--- config.mk ---
export PLATFORM = sky130hd
export DESIGN_NAME = mux_rr_arbiter
export DESIGN_NICKNAME = d
export VERILOG_FILES = /design/src/rtl/mux_rr_arbiter.sv
export SDC_FILE = /design/constraint.sdc
export NUM_CORES = 1
export LEC_CHECK = 0
export CAP_MARGIN = 20
export CELL_PAD_IN_SITES_DETAIL_PLACEMENT = 0
export CELL_PAD_IN_SITES_GLOBAL_PLACEMENT = 2
export CORE_MARGIN = 8
export CORE_UTILIZATION = 19
export DETAILED_ROUTE_END_ITERATION = 10
export PLACE_DENSITY = 0.88
export SLEW_MARGIN = 20
export SYNTH_ARGS = -nofsm -noshare
export SYNTH_HDL_FRONTEND = slang
export SYNTH_SLANG_ARGS = --single-unit
--- constraint.sdc ---
create_clock -name clk -period 4.35 [get_ports clk]
set_clock_uncertainty 0.1 [all_clocks]
set_input_delay 0.6525 -clock clk [delete_from_list [all_inputs] [get_ports clk]]
set_output_delay 0.6525 -clock clk [all_outputs]
set_load 0.01 [all_outputs]
--- src/rtl/mux_rr_arbiter.sv ---
// Round-robin arbiter owning the select of an 8:1 DATA_W-bit mux; an owner keeps the path until it drops req.
// Optional grant-hold limit enabled by defining MUX_ARB_TIMEOUT_EN.
module mux_rr_arbiter #(
    parameter int DATA_W  = 32,
    parameter int TIMEOUT = 16
) (
    input  logic                  clk,
    input  logic                  rst,
    input  logic [7:0]            req,
    input  logic [8*DATA_W-1:0]   in_data,
    output logic [7:0]            grant,
    output logic [2:0]            sel,
    output logic                  busy,
    output logic [DATA_W-1:0]     out_data,
    output logic                  timeout
);

    typedef enum logic {IDLE, BUSY} state_t;

    state_t      state_q, state_d;
    logic [7:0]  grant_q, grant_d;
    logic [2:0]  sel_q, sel_d;
    logic        busy_q, busy_d;
    logic [2:0]  ptr_q, ptr_d;
    logic        found;
    logic [2:0]  win;
    logic        expire;

    if (TIMEOUT < 2 || TIMEOUT > 65535) begin : g_bad_timeout
        $error("mux_rr_arbiter: TIMEOUT must be in 2..65535");
    end

    // Scan starts just after the last owner, so it ends up with lowest priority.
    always_comb begin
        found = 1'b0;
        win   = ptr_q;
        for (int k = 1; k <= 8; k++) begin
            logic [2:0] idx;
            idx = ptr_q + 3'(k);
            if (!found && req[idx]) begin
                found = 1'b1;
                win   = idx;
            end
        end
    end

    always_comb begin
        state_d = state_q;
        grant_d = grant_q;
        sel_d   = sel_q;
        busy_d  = busy_q;
        ptr_d   = ptr_q;
        case (state_q)
            IDLE: begin
                if (found) begin
                    grant_d = 8'(1) << win;
                    sel_d   = win;
                    busy_d  = 1'b1;
                    ptr_d   = win;
                    state_d = BUSY;
                end
            end
            BUSY: begin
                if (!req[sel_q] || expire) begin
                    grant_d = '0;
                    busy_d  = 1'b0;
                    ptr_d   = sel_q;
                    state_d = IDLE;
                end
            end
            default: state_d = IDLE;
        endcase
    end

    always_ff @(posedge clk) begin
        if (rst) begin
            state_q <= IDLE;
            grant_q <= '0;
            sel_q   <= '0;
            busy_q  <= 1'b0;
            ptr_q   <= 3'd7;
        end else begin
            state_q <= state_d;
            grant_q <= grant_d;
            sel_q   <= sel_d;
            busy_q  <= busy_d;
            ptr_q   <= ptr_d;
        end
    end

`ifdef MUX_ARB_TIMEOUT_EN
    logic [15:0] cnt_q, cnt_d;
    logic        timeout_q, timeout_d;

    // Counter is zero on the first BUSY cycle, so the owner gets exactly TIMEOUT cycles.
    assign expire    = (state_q == BUSY) && req[sel_q] && (cnt_q == 16'(TIMEOUT - 1));
    assign cnt_d     = (state_q == BUSY) ? cnt_q + 16'd1 : '0;
    assign timeout_d = expire;

    always_ff @(posedge clk) begin
        if (rst) begin
            cnt_q     <= '0;
            timeout_q <= 1'b0;
        end else begin
            cnt_q     <= cnt_d;
            timeout_q <= timeout_d;
        end
    end

    assign timeout = timeout_q;
`else
    assign expire  = 1'b0;
    assign timeout = 1'b0;
`endif

    assign grant    = grant_q;
    assign sel      = sel_q;
    assign busy     = busy_q;
    assign out_data = busy_q ? in_data[sel_q*DATA_W +: DATA_W] : '0;

endmodule

Word-level counts from Yosys, hierarchy flattened
Cells that the tools add are included.

operators by class
  reductions and logical operators = 16
  $add $sub $neg = 7
  multiplexer cells = 47
  bitwise operators = 1
  eq/ne operators = 2
  shift-type cells = 2
  $lt $le $gt $ge = 9

operators with widths
  kind                   count
  $shiftx A256 B9 Y32    1
  $lt A3 B4 Y1 const B   9
  $mux W32               1
  $mux W3                10
  $bmux W1 S3            9
  $mux W1                21
  $mux W8                2
  $pmux W8 S2            1
  $add A3 B3 Y3 const B  4
  $shl A1 B3 Y8 const A  1
  $logic_and A1 B1 Y1    7
  $logic_not A1 Y1       7
  $add A3 B2 Y3 const B  2
  $pmux W3 S2            1
  $ne A2 B2 Y1 const B   2
  $pmux W1 S2            2
  $reduce_and A2 Y1      2
  $add A3 B1 Y3 const B  1
  $not A1 Y1             1

storage, ports and cells
  bits of input ports = 266
  output and inout port bits = 45
  flip-flop bits (word level) = 16
  logic and storage cells = 89

Logic depth before layout (Yosys ltp)
Gate-level depths: netlist of the first run.

  depth after elaboration = 28
  depth in mapped cells = 15
  gate-level depth less buffers = 10

Worst setup path before layout of the first run
No wires, ideal clock.

  path type = register -> register
  start point = register ptr_q[0]
  end point = register grant_q[5] (netlist: grant[5])
  library setup time = 0.120 ns
  buffers on the path = 4
  slack = 0.995 ns
  arrival time = 3.135 ns
  clock period less this slack = 3.355 ns
  stages on the path, launching flop included = 15
  required time = 4.130 ns
  cell sequence = dfxtp_1 -> buf_4 -> clkinv_1 -> ha_1 -> buf_6 -> xor2_2 -> mux2_2 -> a221o_2 -> and3_4 -> buf_6 -> a21oi_4 -> a21oi_4 -> nor2b_1 -> buf_6 -> o2bb2ai_1

between the ends
  longest elaborated chain between the ends = 28
  elaborated cells between the ends (all ways) = 58
  classes of those cells = add/sub: 7; eq/ne: 1; shift: 1; mux: 34; reduce/logical: 15

ends and longest elaborated chain
  element                        RTL line  text
  from (decl)                    24        logic [2:0] ptr_q, ptr_d;
  from (signal assigned)         87        ptr_q <= ptr_d;
  $add A3 B1 Y3                  39        idx = ptr_q + 3'(k);
  $bmux W1 S3                    40        if (!found && req[idx]) begin
  $mux W1 (not written as such)  40
  $mux W1                        40
  $logic_not A1 Y1               40
  $logic_and A1 B1 Y1            40
  $mux W1                        40
  $logic_not A1 Y1               40
  [... 12 more ...]              --
  $logic_and A1 B1 Y1            40
  $mux W1                        40
  $logic_not A1 Y1               40
  $logic_and A1 B1 Y1            40
  $mux W3                        40
  $shl A1 B3 Y8                  56        grant_d = 8'(1) << win;
  $mux W8                        55        if (found) begin
  $pmux W8 S2                    53        case (state_q)
  to (signal assigned)           84        grant_q <= grant_d;
  to (decl)                      21        logic [7:0] grant_q, grant_d;

Several ways; a longest one is shown, not always the timed one. The select of a mux whose other input is x is not followed.
A chain may end at the register's enable or synchronous reset.

Worst setup path in the final report of the first run
  start point = register ptr_q[0]
  end point = register grant_q[2] (netlist: grant[2])

Same word-level chain as after synthesis.

==> results.toml, run 1 <==
[worst_setup_path]
crit_family = "compound AO/OA/AOI/OAI gates"
start_kind = "flip-flop"
worstSetupPathType = "reg2reg"
required_ps = 4420
slowest_stage = "ha_1"
crit_fanout = 20
cp_common_cell = "a21oi_4"
cpPeakStageDelay_ps = 920
endpoint_kind = "flip-flop"
path_buf_inv = 2
path_depth = 10
arrival_ps = 3970
reg2reg_depth = 10
crit_chain = "clkinv_1 > ha_1 > inv_1 > a211oi_1 > a221o_2 > and3_4 > a21oi_4 > a21oi_4 > nor2b_1 > o2bb2ai_1"

[floorplanning]
dieHeight_um = 159
core-area_um2 = 20200
die_w_um = 159
rows = 52
dieArea_um2 = 25300
io_pins = 311
initial_core_util_pct = 19.3

[place]
io_buffers = 309
pre_cts_ws_ps = 493
gp_congestion = 0.860
dpl.hpwl_um = 17800

[synth]
synth-seq-cells = 16
synth-edff-count = 0
synthArstFlopShare_pct = 0
syn_inst = 336
synth_ff_type = "dfxtp_1"
synth_area_per_cell_um2 = 11.6
synth_fp_nets = 604
netlist-cell-type-count = 58
syn-cell-area_um2 = 3890
ys_seq_area_share_pct = 8.23
yosys_warnings = 0

[layout]
drive_gt1_share_pct = 17.8
final_cell_mix = "clkdlybuf4s50_1 (309), mux4_2 (80), mux2i_1 (52)"
layout_commonest_cell = "clkdlybuf4s50_1"
nets = 887
multiInputGateArea_um2 = 3340
area_growth_pct = 87.8
nFillCells = 1999
seqCellArea_um2 = 330

[clocking]
postCtsHoldBufs = 0
cts_buffers = 3
cts_setup_buffers = 0
clk_latency_ps = 250
clk_pin_slew_ps = 50
cts_root_buf = "clkbuf_16"
cts_sinks = 16
cts_max_level = 1
cts_resized = 0
tritoncts = "yes"
clk_path_buf_depth = 2

[grt]
grt-ovfl-total = 0
grt_pass1_vias = 4930
grt_util_all_layers_pct = 15.7
grt_pass1_wl_um = 31400
grt_start_max_net_pins = 36
antenna_found_initial = 1

[power]
powerDensity_nw_per_um2 = 449
power.leakage_nw = 2.45
peakVddDrop_v = 0.000249
power.switching_mw = 1.48
pwr-share-clk_pct = 6.0
p_comb_share_pct = 83.5
internal_power_mw = 1.80
p_sw_share_pct = 45.1
power_frac_seq_pct = 10.5

[drt]
num_vias = 4395
drt_iter0_markers = 271
ant_nets = 0
wire_per_inst_um = 23.3
drc = 0
via_per_inst = 4.94
routed_wl_um = 20700
drt_first_pass_iters = 5

[timing]
rsz0062_at_grt = "false"
layout_min_cycle_time_ps = 3900
fin_crit_sh_pct = 89.7
fin_ws_ps = 449
final-setup-viol-count = 0
finalHoldViolCount = 0
fin_setup_tns_ps = 0
max_slew_margin_pct = 45.0
maxSlewViolCount = 0
holdWs_ps = 370
max_freq_mhz = 256
worstMarginPinSlew_ps = 825

[min_path]
hp-class = "reg2reg"
min_path_cells = 1

[run_status]
status = "finished, final reports clean"

[job]
cap_violations = 0
[area by class of cell]
type | count | area share, %
diodes | 1 | 0.0342
clock buffers | 4 | 1.22
inverters | 7 | 0.360
multi-input cells | 273 | 45.7
flip-flops and latches | 16 | 4.52
well taps | 270 | 4.62
repair buffers | 318 | 43.6
[cell families after synthesis]
kind of cell / Yosys count / share of synthesized area, %
AOI/OAI and AO/OA: 51 / 11.0
xor gates and xnor gates: 5 / 1.32
adders and majority gates: 2 / 0.643
buffers and inverters: 47 / 6.01
DFF: 16 / 8.23
muxes: 138 / 61.6
other: 1 / 0.0964
and+or+nand+nor: 76 / 11.1
[per-layer routing]
layer / part of all wire, % / track usage (%) / vias up
li1: - / - / 1946
met1: 37 / 18.2 / 2218
met2: 55 / 29.3 / 224
met3: 7.5 / 3.77 / 7
met4: 0.40 / 1.67 / 0
met5: 0 / 0 / -
[Yosys cell counts (all sizes together) (3+ instances only)]
| cell | instances | area share [%] |
|---|---|---|
| mux2i | 53 | 14 |
| and3 | 3 | 0.61 |
| o21ai | 6 | 0.77 |
| nor2b | 34 | 5.5 |
| inv | 6 | 0.58 |
| o221ai | 3 | 0.84 |
| o211ai | 4 | 0.77 |
| nand2b | 6 | 0.96 |
| mux2 | 5 | 1.5 |
| a221oi | 4 | 1.4 |
| a211oi | 3 | 0.58 |
| a21oi | 8 | 1.6 |
| buf | 23 | 3.7 |
| dfxtp | 16 | 8.2 |
| nor2 | 12 | 1.2 |
| nand2 | 8 | 0.77 |
| o2bb2ai | 8 | 1.8 |
| mux4 | 80 | 46 |
| and2 | 3 | 0.48 |
| clkbuf | 17 | 1.6 |
| nand3 | 3 | 0.39 |
| xnor2 | 3 | 0.68 |
[stage by stage]
stage / power (mW) / instances / instance area [um^2] / util, %
after global routing: 3.53 / 889 / 7310 / 36.2
after CTS: 3.30 / 888 / 7300 / 36.2
after detailed placement: 3.08 / 884 / 7210 / 35.8
after floorplan: 2.21 / 336 / 3890 / -
after global placement: 3.04 / 884 / 7210 / 35.8
final: 3.28 / 889 / 7310 / 36.2
[power groups by stage]
stage | Combinational (mW) | Clock, mW | Sequential, mW
6_report | 2.74 | 0.198 | 0.344
3_5_place_dp | 2.74 | 0 | 0.346
3_3_place_gp | 2.69 | 0 | 0.346
5_1_grt | 2.96 | 0.208 | 0.358
4_1_cts | 2.75 | 0.201 | 0.344
2_1_floorplan | 1.95 | 0 | 0.258
[path summary, 6_finish.rpt]
check / start / end / slack (ps)
max: ptr_q[0]$_SDFFE_PP1P_ / grant[2]$_SDFFE_PP0P_ / 450
min: grant[7]$_SDFFE_PP0P_ / grant[7]$_SDFFE_PP0P_ / 370
max reg2reg: ptr_q[0]$_SDFFE_PP1P_ / grant[2]$_SDFFE_PP0P_ / 450
min reg2reg: grant[7]$_SDFFE_PP0P_ / grant[7]$_SDFFE_PP0P_ / 370
[registers in the layout, indices dropped and copies added, names as in the netlist]
signal / count
grant: 8
ptr_q: 3
state_q: 1
sel: 3
busy: 1
(Power assumes the default switching activity.)
==> run 2, diff against run 1 <==
==> constraint.sdc (replaced) <==
create_clock -name clk -period 4 [get_ports clk]
set_clock_uncertainty 0.1 [all_clocks]
set_input_delay 0.6 -clock clk [delete_from_list [all_inputs] [get_ports clk]]
set_output_delay 0.6 -clock clk [all_outputs]
set_load 0.01 [all_outputs]
==> run 2 against run 1 <==
Maximum frequency is 11% higher. Via count is 2.7% lower. Hold slack lost 1.4 ps. Power grew 8.9%. Die area is the same. Core utilization is 0.074 points higher. Clock power up 9%. Routed wire length down 1.5%. Critical path depth up 1. Non-clock buffer count grew 4. Critical endpoint is now grant[4]$_SDFFE_PP0P_. Sequential share of layout area barely moved. Critical path type unchanged. Sequential cell count stayed put.
==> results.toml, run 2 (synthesis gave the netlist of run 1 again) <==
[timing]
holdWs_ps = 369
fin_setup_tns_ps = 0
max_freq_mhz = 285
final-setup-viol-count = 0
maxSlewViolCount = 0
max_slew_margin_pct = 53.3
layout_min_cycle_time_ps = 3510
finalHoldViolCount = 0
worstMarginPinSlew_ps = 700
fin_crit_sh_pct = 87.7
rsz0062_at_grt = "false"

[layout]
drive_gt1_share_pct = 18.3
nets = 891
layout_commonest_cell = "clkdlybuf4s50_1"
nFillCells = 2009
area_growth_pct = 88.2
largest_reg_flops = 8
final_cell_mix = "clkdlybuf4s50_1 (309), mux4_2 (80), mux2i_1 (52)"

[clocking]
cts_buffers = 3
clk_pin_slew_ps = 50
cts_resized = 0
postCtsHoldBufs = 0
cts_root_buf = "clkbuf_16"
cts_sinks = 16
tritoncts = "yes"
cts_max_level = 1
cts_setup_buffers = 0
clk_latency_ps = 250
clk_path_buf_depth = 2

[floorplanning]
io_pins = 311
rows = 52
initial_core_util_pct = 19.3
die_w_um = 159
dieHeight_um = 159
core-area_um2 = 20200
dieArea_um2 = 25300

[job]
cap_violations = 0

[grt]
grt-ovfl-total = 0
grt_pass1_wl_um = 30800
grt_pass1_vias = 4880
antenna_found_initial = 1
grt_start_max_net_pins = 44
grt_util_all_layers_pct = 15.4

[min_path]
min_path_cells = 1
whs_endpoint = "grant[6]$_SDFFE_PP0P_"
hp-class = "reg2reg"
hp-start = "grant[6]$_SDFFE_PP0P_"

[worst_setup_path]
cpPeakStageDelay_ps = 490
slowest_stage = "ha_1"
arrival_ps = 3580
endpoint_kind = "flip-flop"
path_buf_inv = 2
crit_chain = "inv_1 > ha_1 > buf_4 > mux2_2 > nor3_1 > a221oi_4 > nor3b_2 > a21oi_4 > a21oi_4 > nor2b_1 > o2bb2ai_1"
reg2reg_depth = 11
required_ps = 4070
crit_fanout = 12
start_kind = "flip-flop"
cp_common_cell = "a21oi_4"
r2r-end = "grant[4]$_SDFFE_PP0P_"
crit_family = "simple AND/OR/NAND/NOR gates"
r2r_start = "ptr_q[1]$_SDFFE_PP1P_"
r2r_slack_ps = 490
worstSetupPathType = "reg2reg"

[drt]
wire_per_inst_um = 22.9
drt_iter0_markers = 159
drt_first_pass_iters = 6
ant_nets = 0
routed_wl_um = 20400
num_vias = 4275
via_per_inst = 4.79
drc = 0

[power]
peakVddDrop_v = 0.000236
power.switching_mw = 1.60
powerDensity_nw_per_um2 = 488
pwr-share-clk_pct = 6.0
power_frac_seq_pct = 10.1
p_sw_share_pct = 44.8
p_comb_share_pct = 83.9
power.leakage_nw = 2.46
internal_power_mw = 1.97

[run_status]
status = "finished, final reports clean"

[place]
gp_congestion = 0.877
dpl.hpwl_um = 17900
io_buffers = 309
run 2: worst max-delay path by stage:
stage | slack [ps] | from | cells after the start | end
3_5_place_dp | 270 | req[5] | 9 | grant[4]$_SDFFE_PP0P_
3_3_place_gp | 470 | req[7] | 8 | grant[5]$_SDFFE_PP0P_
4_1_cts | 500 | ptr_q[1]$_SDFFE_PP1P_ | 11 | grant[4]$_SDFFE_PP0P_
2_1_floorplan | 640 | ptr_q[0]$_SDFFE_PP1P_ | 14 | grant[5]$_SDFFE_PP0P_
6_report | 490 | ptr_q[1]$_SDFFE_PP1P_ | 11 | grant[4]$_SDFFE_PP0P_
5_1_grt | 270 | req[5] | 9 | grant[4]$_SDFFE_PP0P_
run 2: layout make-up:
type                            instances  area, um^2  share of cell area, %
Antenna cell                            1        2.50                 0.0342
Clock buffer                            4        88.8                   1.21
Inverter                                7        26.3                  0.359
Multi-Input combinational cell        273        3340                   45.6
Sequential cell                        16         328                   4.48
Tap cell                              270         338                   4.61
Timing Repair Buffer                  322        3200                   43.7
run 2: power groups by stage:
stage	Combinational, mW	Clock (mW)	Sequential (mW)
after global routing	3.25	0.226	0.383
after global placement	2.98	0	0.368
after detailed placement	2.99	0	0.369
final	3.00	0.216	0.361
after CTS	3.01	0.219	0.367
after floorplan	2.12	0	0.280
run 2: layer usage:
| metal | share of wire, % | vias to the layer above | GRT usage [%] |
|---|---|---|---|
| met2 | 54 | 208 | 29.0 |
| li1 | - | 1954 | - |
| met1 | 37 | 2095 | 17.1 |
| met4 | 1.5 | 0 | 2.92 |
| met3 | 7.9 | 18 | 4.11 |
| met5 | 0 | - | 0 |
run 2: through the flow:
step	utilization (%)	setup slack (ps)	power (mW)	std cells	instance area (um^2)
4_1_cts	36.3	499	3.59	892	7320
6_report	36.3	492	3.57	893	7320
3_3_place_gp	35.8	469	3.35	888	7230
3_5_place_dp	35.8	268	3.36	888	7230
2_1_floorplan	-	645	2.40	336	3890
5_1_grt	36.3	274	3.86	893	7320
==> run 3, diff against run 2 <==
--- a/config.mk
+++ b/config.mk
@@ -5,7 +5,6 @@
 export SDC_FILE = /design/constraint.sdc
 export NUM_CORES = 1
 export LEC_CHECK = 0
-export CAP_MARGIN = 20
 export CELL_PAD_IN_SITES_DETAIL_PLACEMENT = 0
 export CELL_PAD_IN_SITES_GLOBAL_PLACEMENT = 2
 export CORE_MARGIN = 8
==> results of run 3 <==
The final DEF is identical to that of run 2; final timing and power are the same.
